`config.mk`:
```
export PLATFORM = sky130hd
export DESIGN_NAME = fib_inc_arbiter
export DESIGN_NICKNAME = d
export VERILOG_FILES = /design/src/rtl/fib_pkg.sv /design/src/rtl/fib20.sv /design/src/rtl/fib_inc_arbiter.sv
export SDC_FILE = /design/constraint.sdc
export NUM_CORES = 1
export LEC_CHECK = 0
export CAP_MARGIN = 25
export CORE_MARGIN = 1.5
export CORE_UTILIZATION = 46
export CTS_CLUSTER_DIAMETER = 120
export DETAILED_ROUTE_END_ITERATION = 10
export PLACE_DENSITY = 0.81
export SLEW_MARGIN = 20
export SYNTH_ARGS = -nofsm -noshare
export SYNTH_HDL_FRONTEND = slang
export SYNTH_SLANG_ARGS = --single-unit
```
`constraint.sdc`:
```
create_clock -name clock_i -period 3.35 [get_ports clock_i]
set_input_delay 1.005 -clock clock_i [delete_from_list [all_inputs] [get_ports clock_i]]
set_output_delay 1.005 -clock clock_i [all_outputs]
set_load 0.01 [all_outputs]
```
`src/rtl/fib_pkg.sv`:
```
// Shared Fibonacci (Zeckendorf) code definitions: bit j weighs F(j+2).
package fib_pkg;

   localparam int FIB_W = 20;
   localparam logic [FIB_W-1:0] FIB_MAX = 20'hAAAAA;

   function automatic logic fib_canonical(input logic [FIB_W-1:0] code);
      return (code & (code >> 1)) == '0;
   endfunction

endpackage

```
`src/rtl/fib20.sv`:
```
// Combinational Zeckendorf incrementer; the maximum code rolls over to 0.
module fib20
   import fib_pkg::*;
(
   input  logic [FIB_W-1:0] count_i,
   output logic [FIB_W-1:0] count_o
);

   logic [FIB_W:0]   w_code_ext;
   logic [FIB_W:0]   w_work;
   logic [FIB_W+1:0] w_pend;

   // A pending one at j either merges with a one at j+1 into j+2, or settles at j.
   always_comb begin
      w_code_ext = {1'b0, count_i};
      w_work     = {1'b0, count_i};
      w_pend     = '0;
      if (count_i[0]) begin
         w_work[0] = 1'b0;
         w_pend[1] = 1'b1;
      end else begin
         w_pend[0] = 1'b1;
      end
      for (int j = 0; j < FIB_W; j++) begin
         if (w_pend[j]) begin
            if (w_code_ext[j+1]) begin
               w_work[j+1] = 1'b0;
               w_pend[j+2] = 1'b1;
            end else begin
               w_work[j] = 1'b1;
            end
         end
      end
      count_o = w_work[FIB_W-1:0];
   end

endmodule

```
`src/rtl/fib_inc_arbiter.sv`:
```
// Round-robin sharing of one fib20 incrementer: stage A grants and latches, stage B increments.
module fib_inc_arbiter
   import fib_pkg::*;
#(
   parameter int NUM_REQ = 4,
   parameter int ID_BITS = 2
) (
   input  logic                     clock_i,
   input  logic                     reset_ni,
   input  logic [NUM_REQ-1:0]       req_i,
   input  logic [NUM_REQ*FIB_W-1:0] count_i,
   output logic [NUM_REQ-1:0]       ack_o,
   output logic                     valid_o,
   output logic [ID_BITS-1:0]       id_o,
   output logic [FIB_W-1:0]         count_o,
   output logic                     wrap_o,
   output logic                     err_o
);

   logic [NUM_REQ-1:0] w_elig;
   logic               w_win_found;
   logic [ID_BITS-1:0] w_win_id;
   logic [ID_BITS-1:0] w_ptr_nxt;
   logic [FIB_W-1:0]   w_win_code;
   logic [FIB_W-1:0]   w_inc_code;

   logic               r_a_valid;
   logic [ID_BITS-1:0] r_a_id;
   logic [FIB_W-1:0]   r_a_code;
   logic [ID_BITS-1:0] r_ptr;

   logic [NUM_REQ-1:0] r_ack;
   logic               r_valid;
   logic [ID_BITS-1:0] r_id;
   logic [FIB_W-1:0]   r_count;
   logic               r_wrap;
   logic               r_err;

   // The requester sitting in stage A is masked so it cannot be granted twice before its ack.
   always_comb begin
      w_elig = req_i;
      if (r_a_valid) w_elig[r_a_id] = 1'b0;
      w_win_found = 1'b0;
      w_win_id    = '0;
      for (int k = 0; k < NUM_REQ; k++) begin
         if (!w_win_found && w_elig[(int'(r_ptr) + k) % NUM_REQ]) begin
            w_win_found = 1'b1;
            w_win_id    = ID_BITS'((int'(r_ptr) + k) % NUM_REQ);
         end
      end
   end

   assign w_win_code = count_i[int'(w_win_id)*FIB_W +: FIB_W];
   assign w_ptr_nxt  = (int'(w_win_id) == NUM_REQ - 1) ? '0 : w_win_id + 1'b1;

   always_ff @(posedge clock_i or negedge reset_ni) begin
      if (!reset_ni) begin
         r_a_valid <= 1'b0;
         r_a_id    <= '0;
         r_a_code  <= '0;
         r_ptr     <= '0;
      end else begin
         r_a_valid <= w_win_found;
         if (w_win_found) begin
            r_a_id   <= w_win_id;
            r_a_code <= w_win_code;
            r_ptr    <= w_ptr_nxt;
         end
      end
   end

   fib20 u_fib20 (
      .count_i (r_a_code),
      .count_o (w_inc_code)
   );

   always_ff @(posedge clock_i or negedge reset_ni) begin
      if (!reset_ni) begin
         r_ack   <= '0;
         r_valid <= 1'b0;
         r_id    <= '0;
         r_count <= '0;
         r_wrap  <= 1'b0;
         r_err   <= 1'b0;
      end else if (r_a_valid) begin
         r_valid <= 1'b1;
         r_id    <= r_a_id;
         r_ack   <= NUM_REQ'(1) << r_a_id;
         if (!fib_canonical(r_a_code)) begin
            r_err   <= 1'b1;
            r_wrap  <= 1'b0;
            r_count <= r_a_code;
         end else if (r_a_code == FIB_MAX) begin
            r_err   <= 1'b0;
            r_wrap  <= 1'b1;
            r_count <= '0;
         end else begin
            r_err   <= 1'b0;
            r_wrap  <= 1'b0;
            r_count <= w_inc_code;
         end
      end else begin
         // Idle: strobes drop, count/id keep the last result.
         r_ack   <= '0;
         r_valid <= 1'b0;
         r_wrap  <= 1'b0;
         r_err   <= 1'b0;
      end
   end

   assign ack_o   = r_ack;
   assign valid_o = r_valid;
   assign id_o    = r_id;
   assign count_o = r_count;
   assign wrap_o  = r_wrap;
   assign err_o   = r_err;

endmodule

```
==> qor.txt <==
synthesized area: 3340 um2
vias in the first global route: 3,014
H-tree Lvls: 2
critical path's slowest cell: clkdlybuf4s50_1
All-Layer GR Usage: 23.7%
die area: 7790 um2
count of input and output buffers: 114
CP Launch Type: primary input
drt pass-1 iters: 5
Seq cells post-synth: 54
total core area: 6910 um2
clock sink count: 54
Post-DP HPWL: 6650 um
CTS tree: built
Synth cell types: 48
asr flop ratio synth: 100%
synthesis warning total: 0
power per cell area: 1050 nW/um2
Reg clk slew, reported paths: 0.10 ns
Hold Vio Cnt, Final: 0
Tcrit/Tclk final: 92.2%
Crit Path Max Fanout: 29
Post-DRT Antenna Nets: 0
Worst slew margin: 54.6%
1st-iter DRT viols: 207
Setup Slack @ Placement: -0.0589 ns
worst hold margin: 0.529 ns
via count: 3,294
DRC violations left: 0
main flop type after synthesis: dfrtp_1
Initial Utilization: 48.4%
slew at the pin closest to its max-slew limit: 0.681 ns
P&R area growth vs syn: 37.4%
Setup Skew: 0.00913 ns
max incr delay on CP: 0.45 ns
Crit Reg-Reg Startpoint: r_ptr[0]
peak supply drop: 0.601 mV
Peak Freq: 324 MHz
status: finished, final reports clean
minimum clock period: 3.09 ns
max-cap violation count: 0
unrepaired setup endpoints after global routing: false
gpl congestion: 0.869
hold worst-path end: count_o[3]
grt ovf: 0
min-delay src: count_o[3]
Max clock buf depth: 2
FF-to-FF setup slack: 0.52 ns
syn_nets: 452
WL/cell: 16.4 um
layout cells sized above 1: 6.28%
cells along the critical path: clkdlybuf4s50_1 > mux2_1 > a21boi_1 > a22oi_1 > o221ai_2 > or2_2 > buf_12 > mux2i_1 > o221ai_1
Setup violations, final: 0
CP Capture Type: register
Rows: 30
Worst Hold Depth: 1
sequential cell area fraction in the yosys report: 40.4%
Boundary Pins: 115
Post-Syn Instances: 365
Die Ht: 88.3 um
Slew Limit Fails: 0
WP data arrival: 3.28 ns
Post-CTS Setup Inserts: 0
Clk Latency, worst-skew pair: 0.32 ns
Avg Cell Area, Syn: 9.16 um2
nets: 548
Worst R2R Path Depth: 8
first-pass GRT wire length: 14,400 um
final setup margin: 0.262 ns
Final Instance Count excl. Fillers: 558
Worst Path Required: 3.54 ns
CTS root buffer: clkbuf_8
largest net degree at the start of global routing: 37
final core area utilization: 66.5%
critical path class: in -> reg
FF-to-FF End: r_a_code[6]
EDFF count, synth: 0
Vias/cell: 5.90
die width: 88.3 um
initial antenna violation count: 0
Routed WL: 9140 um
ant diodes: 0
dpl cells: 550
cts repair resizes: 0
Hold Path Class: reg -> reg
Leak: 1.96 nW
Num CTS Buffers: 5
Post-CTS Hold Buffers: 0
area by class of cell:
type                       count  area (um2)
clock buffer                   6        82.6
inverter                      20        75.1
clock inverter                 2        16.3
tap                           96         120
timing repair buffer         123        1230
fill                         585        2310
multi-input combinational    257        1720
sequential                    54        1350
cells in the mapped netlist, drive strengths merged, types with 2 or more instances:
library cell,n,area share (%)
o21bai,4,0.90
a22oi,6,1.3
nor2,27,3.0
mux2,5,1.7
dfrtp,54,40
mux2i,39,12
buf,9,3.3
o211ai,2,0.45
o22ai,2,0.37
a22o,2,0.52
and3,5,0.94
inv,20,2.2
a21oi,20,3.0
o221ai,31,8.3
nand3,20,3.0
nor3,3,0.45
nand4,2,0.37
nor4,2,0.37
clkbuf,25,2.8
nand2,41,4.6
nor2b,5,0.94
o21ai,23,3.6
cell families after synthesis:
| kind of cell | Yosys count | synth area share, % |
|---|---|---|
| buffers and inverters | 54 | 8.34 |
| DFF | 54 | 40.4 |
| muxes | 44 | 13.4 |
| xor gates and xnor gates | 2 | 1.09 |
| adders and majority gates | 1 | 0.374 |
| AOI/OAI and AO/OA | 98 | 20.9 |
| and+or+nand+nor | 112 | 15.5 |
worst max-delay path, delay by kind of cell:
family                 cells  cell delay (ns)
multiplexers               2             0.54
AO/OA/AOI/OAI              4             0.67
buffers and inverters      2             0.66
AND/OR/NAND/NOR            1             0.40
where the power goes:
group	total, mW	internal, mW	leakage [nW]	switching, mW
sequential	1.48	0.992	0.652	0.483
combinational	2.97	1.51	1.26	1.46
clock	0.401	0.171	0.0478	0.230
worst max path at each step:
stage                        start          end  slack [ns]  depth (start not counted)
after CTS                 req_i[0]  r_a_code[6]        0.27                          9
after global routing      req_i[0]  r_a_code[7]        0.13                          9
after floorplan           req_i[1]     r_ptr[1]        0.45                         10
after global placement    req_i[1]  r_a_code[6]        0.05                          9
final                     req_i[0]  r_a_code[6]        0.26                          9
after detailed placement  req_i[0]  r_a_code[6]       -0.06                          9
flip-flops by register name (all words and copies together), names as in the netlist:
signal,flops
r_a_id,2
valid_o,1
err_o,1
r_ptr,2
r_a_code,20
ack_o,4
r_a_valid,1
wrap_o,1
count_o,20
id_o,2
cells in the final DEF (no fill, tap or decap), drive strengths merged, types with 2 or more instances in the layout:
| cell type | netlist | final |
|---|---|---|
| nand4 | 2 | 2 |
| a21oi | 20 | 20 |
| clkdlybuf4s50 | 0 | 113 |
| o21ai | 23 | 23 |
| o21bai | 4 | 4 |
| nor4 | 2 | 2 |
| mux2 | 5 | 5 |
| buf | 9 | 10 |
| nand2 | 41 | 41 |
| dfrtp | 54 | 54 |
| mux2i | 39 | 39 |
| a22o | 2 | 2 |
| nor3 | 3 | 3 |
| o22ai | 2 | 2 |
| inv | 20 | 21 |
| nand3 | 20 | 20 |
| o221ai | 31 | 31 |
| nor2 | 27 | 27 |
| clkbuf | 25 | 6 |
| and3 | 5 | 5 |
| nor2b | 5 | 5 |
| o211ai | 2 | 2 |
| a22oi | 6 | 6 |
metrics by stage:
step | setup TNS [ns] | power, mW | area, um2
after floorplan | 0 | 3.61 | 3340
after global placement | 0 | 4.32 | 4500
after detailed placement | -0.278 | 4.43 | 4500
after CTS | 0 | 4.83 | 4590
after global routing | 0 | 5.18 | 4590
final | 0 | 4.84 | 4590
metal layers:
layer / routed length, um / GRT usage, %
met1: 3740 / 32.8
met2: 4480 / 37.5
met3: 726 / 4.10
met4: 195 / 9.09
met5: 0 / 0
Note: power is estimated with default switching activity, not from simulation.
==> variant 1 (same flow settings) <==
`ID_BITS`: 2 -> 3.
--- a/src/rtl/fib_inc_arbiter.sv
+++ b/src/rtl/fib_inc_arbiter.sv
@@ -3,7 +3,7 @@
    import fib_pkg::*;
 #(
    parameter int NUM_REQ = 4,
-   parameter int ID_BITS = 2
+   parameter int ID_BITS = 3
 ) (
    input  logic                     clock_i,
    input  logic                     reset_ni,
Ports: changed (resized id_o); port bits go from 115 to 116. No check against the original RTL was run, so the function may have changed too.
==> variant 1 against the unedited design <==
- sequential cell count did not move
- power rose by 1.5%
- wire length rose by 11%
- clock skew fell by 0.0035 ns
- non-clock buffer count rose by 7
- count of clock-buffer cells in the layout did not move
- worst setup slack got worse by 0.0022 ns
- area after synthesis rose by 3.5%
- register-to-register slack got worse by 0.03 ns
- synthesized cell count rose by 11%
- cell area rose by 4.1%
- largest cell class unchanged
==> variant 1: results <==
metrics = {
    "detailed_routing": {
        "wl_met3_um": 707,
        "wl_um": 10100,
        "wl_met1_um": 4170,
        "dr_wl_met2_um": 5010,
        "drt-initial-drc-count": 356,
        "vias_per_cell": 5.92,
    },
    "sta": {
        "finalCritPeriodShare_pct": 92.3,
        "fin_skew_ns": 0.00561,
        "whs_ns": 0.535,
        "slew-limit-headroom_pct": 54.4,
    },
    "logic_synthesis": {
        "ys_seq_area_share_pct": 39.0,
        "synth.top_cells.by_count": "54 x dfrtp_1, 37 x nand2_1, 31 x inv_1, 31 x o21ai_0, 28 x clkbuf_1",
        "ys_types": 53,
        "syn_avg_cell_area_um2": 8.57,
        "syn-num-nets": 491,
        "synthTopCellsByArea": "dfrtp_1 39%, mux2i_1 5.5%, o21ai_0 4.5%, nand2_1 4.0%, inv_1 3.4%",
    },
    "setup_path": {
        "critPathMaxFanout": 11,
        "cp-endpoint": "r_ptr[1]",
        "reg2reg_depth": 6,
        "reg2reg_slack_ns": 0.49,
        "reg2reg_to": "r_a_code[16]",
    },
    "power": {
        "intPower_w": 0.00270,
        "switching_power_w": 0.00222,
        "leakagePower_nw": 2.01,
        "ir_drop_uv": 633,
    },
    "placed_design": {
        "place.gp.congestion": 0.914,
        "place_ws_ns": -0.0844,
        "placed_area_um2": 4670,
        "hpwl_um": 7800,
    },
    "finish": {
        "layout.cells.non_filler": 602,
        "syn_to_final_growth_pct": 38.2,
        "drive_gt1_share_pct": 6.56,
        "nNetsFinal": 590,
    },
    "global_routing": {
        "grt_pass1_wl_um": 16600,
        "use_met1_pct": 32.7,
        "grt_pass1_vias": 3391,
        "grt_start_max_net_pins": 55,
        "grt_util_met3_pct": 3.89,
    },
    "run_status": {
        "status": "finished clean",
    },
    "worst_hold_path": {
        "min_to": "count_o[1]",
        "worstHoldStart": "count_o[1]",
    },
    "clocking": {
        "cts_setup_buffers": 0,
        "clk-insertion-delay-late_ns": 0.30,
    },
}
## variant 1: worst max-delay path, cell delays in order
cell and delay (ns):
clkdlybuf4s50_1 0.51, nand3_1 0.14, a211oi_1 0.08, or3_1 0.40
a211o_1 0.40, inv_1 0.31, ha_1 0.30, nand2_1 0.05
o21ai_0 0.07
## variant 1: cell type report
cell class              count  area share (%)
multi-input cells         281            38.1
flip-flops and latches     54            28.3
repair buffers            130            26.3
well taps                  99            2.59
inverters                  31            2.43
clock buffers               6            1.73
clock inverters             1           0.628
## variant 1: cell families (layout without fill, tap and decap cells)
| logic type | Yosys count | in the layout | share of synthesized area, % |
|---|---|---|---|
| AO/OA/AOI/OAI | 137 | 137 | 27.7 |
| XOR/XNOR | 2 | 2 | 0.506 |
| adder cells (fa/ha/maj) | 1 | 1 | 0.361 |
| buffers and inverters | 69 | 168 | 8.42 |
| flip-flops | 54 | 54 | 39.0 |
| multiplexers | 24 | 24 | 7.34 |
| other | 1 | 1 | 0.108 |
| AND/OR/NAND/NOR | 116 | 116 | 16.6 |
==> variant 2 (same flow settings) <==
Without the edit above. Put one more register stage on the output `count_o`, cleared by the reset. The value now appears one clock later. The other outputs are not delayed to match.
--- a/src/rtl/fib_inc_arbiter.sv
+++ b/src/rtl/fib_inc_arbiter.sv
@@ -16,6 +16,8 @@
    output logic                     wrap_o,
    output logic                     err_o
 );
+
+   logic [FIB_W-1:0] count_d;
 
    logic [NUM_REQ-1:0] w_elig;
    logic               w_win_found;
@@ -111,9 +113,17 @@
    assign ack_o   = r_ack;
    assign valid_o = r_valid;
    assign id_o    = r_id;
-   assign count_o = r_count;
+   assign count_d = r_count;
    assign wrap_o  = r_wrap;
    assign err_o   = r_err;
 
+   always_ff @(posedge clock_i or negedge reset_ni) begin
+      if (!reset_ni) begin
+         count_o <= '0;
+      end else begin
+         count_o <= count_d;
+      end
+   end
+
 endmodule
 
Check against the original RTL: not equivalent (Yosys sat finds a counterexample within 4 cycles, from zero or initial values and one cycle with reset_ni low).
==> variant 2 against the unedited design <==
- worst setup slack better by 0.17 ns
- combinational power fell by 21%
- utilization shrank 1.3 points
- power is 3.4% higher
- synthesized cell count up 8.5%
- wire length rose by 5.9%
- sequential power up 22%
- sequential cell count increased by 20
- maximum frequency increased by 6.0%
- cell area up 17%
- via count grew 3.5%
- area after synthesis grew 17%
- hold slack got worse by 0.15 ns
==> variant 2: results <==
metrics = {
    "detailed_routing": {
        "drt-initial-drc-count": 218,
        "dr_wl_met2_um": 4700,
        "num_vias": 3410,
        "wl_met1_um": 4210,
        "wl_met3_um": 581,
        "wl_um": 9690,
    },
    "setup_path": {
        "critPathRequiredTime_ns": 3.59,
        "cpLargestDelayFamily": "buffers and inverters",
        "critPathMaxFanout": 15,
        "startpoint": "req_i[0]",
        "reg2reg_from": "r_a_valid",
        "slowest_stage": "clkdlybuf4s50_1",
        "cpPeakStageDelay_ns": 0.49,
    },
    "logic_synthesis": {
        "synth.top_cells.by_count": "74 x dfrtp_1, 49 x nor2_1, 48 x nand2_1",
        "synth_compound_area_share_pct": 18.1,
        "syn-num-nets": 483,
        "synth-xor-area-share_pct": 0.223,
        "synthTopCellsByArea": "dfrtp_1 47%, mux2i_1 11%, nor2_1 4.7%, nand2_1 4.6%, a221oi_2 2.7%",
        "ys_seq_area_share_pct": 47.1,
        "syn_avg_cell_area_um2": 9.92,
        "ys_seq_elements": 74,
        "synthAdderAreaFrac_pct": 0.319,
        "synth_mux_area_share_pct": 11.9,
        "ys_types": 57,
    },
    "placed_design": {
        "portBuffers": 114,
        "hpwl_um": 7050,
        "place.gp.congestion": 0.886,
        "place_ws_ns": 0.130,
        "placed_area_um2": 5110,
    },
    "global_routing": {
        "grt_pass1_vias": 3276,
        "grt_start_max_net_pins": 75,
        "track_usage_pct": 22.2,
        "use_met1_pct": 28.4,
        "grt_util_met3_pct": 4.15,
        "grt_pass1_wl_um": 15400,
        "gr-usage-met2_pct": 36.8,
        "grt_antenna_before_repair": 0,
    },
    "power": {
        "leakagePower_nw": 2.29,
        "p_comb_w": 0.00236,
        "pwr.group.clock_w": 0.000849,
        "p_sw_share_pct": 39.1,
        "ir_drop_uv": 413,
    },
    "run_status": {
        "status": "finished clean",
    },
    "finish": {
        "antenna_cells": 0,
        "clock_area_share_pct": 4.64,
        "drive_gt1_share_pct": 9.54,
        "nNetsFinal": 585,
        "sh_seq_area_pct": 34.4,
        "nMultiInputCombCells": 279,
        "buffer_area_share_pct": 23.0,
        "num-fill-cells": 670,
        "multi_input_comb_area_um2": 1860,
        "nClkBuffers": 10,
        "inv_count": 11,
    },
    "clocking": {
        "clk_pin_slew_ns": 0.08,
        "cts_inserted_buffers": 9,
        "clk-insertion-delay-late_ns": 0.35,
    },
    "worst_hold_path": {
        "worstHoldStart": "count_d[2]",
    },
    "sta": {
        "slew-limit-headroom_pct": 52.9,
        "fin_skew_ns": 0.0104,
    },
}
==> variant 2: cell count changes after synthesis, sizes merged, moves of 4 or more <==
cell,unedited run,this run
inv,20,9
a21oi,20,11
a221oi,0,17
a22oi,6,2
nand3,20,7
buf,9,13
a211oi,0,4
clkbuf,25,19
a31oi,1,14
nand2,41,48
o21bai,4,0
nor2,27,50
dfrtp,54,74
o221ai,31,2
==> variant 2: final timing paths <==
| check | slack [ns] | cells after the start | endpoint |
|---|---|---|---|
| max | 0.44 | 8 | r_a_code[0] |
| min | 0.38 | 0 | count_o[2] |
| max reg2reg | 0.77 | 7 | r_a_code[0] |
| min reg2reg | 0.38 | 0 | count_o[2] |
| max in group asynchronous | 2.29 | 2 | wrap_o |
| min in group asynchronous | 0.50 | 1 | ack_o[0] |
==> variant 2: stage by stage <==
stage	std cells	util, %	power [W]
CTS	607	64.9	0.00502
detailed placement	591	61.9	0.00415
floorplan	396	-	0.00337
global placement	591	61.9	0.00408
finish	608	65.3	0.00501
global route	608	65.3	0.00533
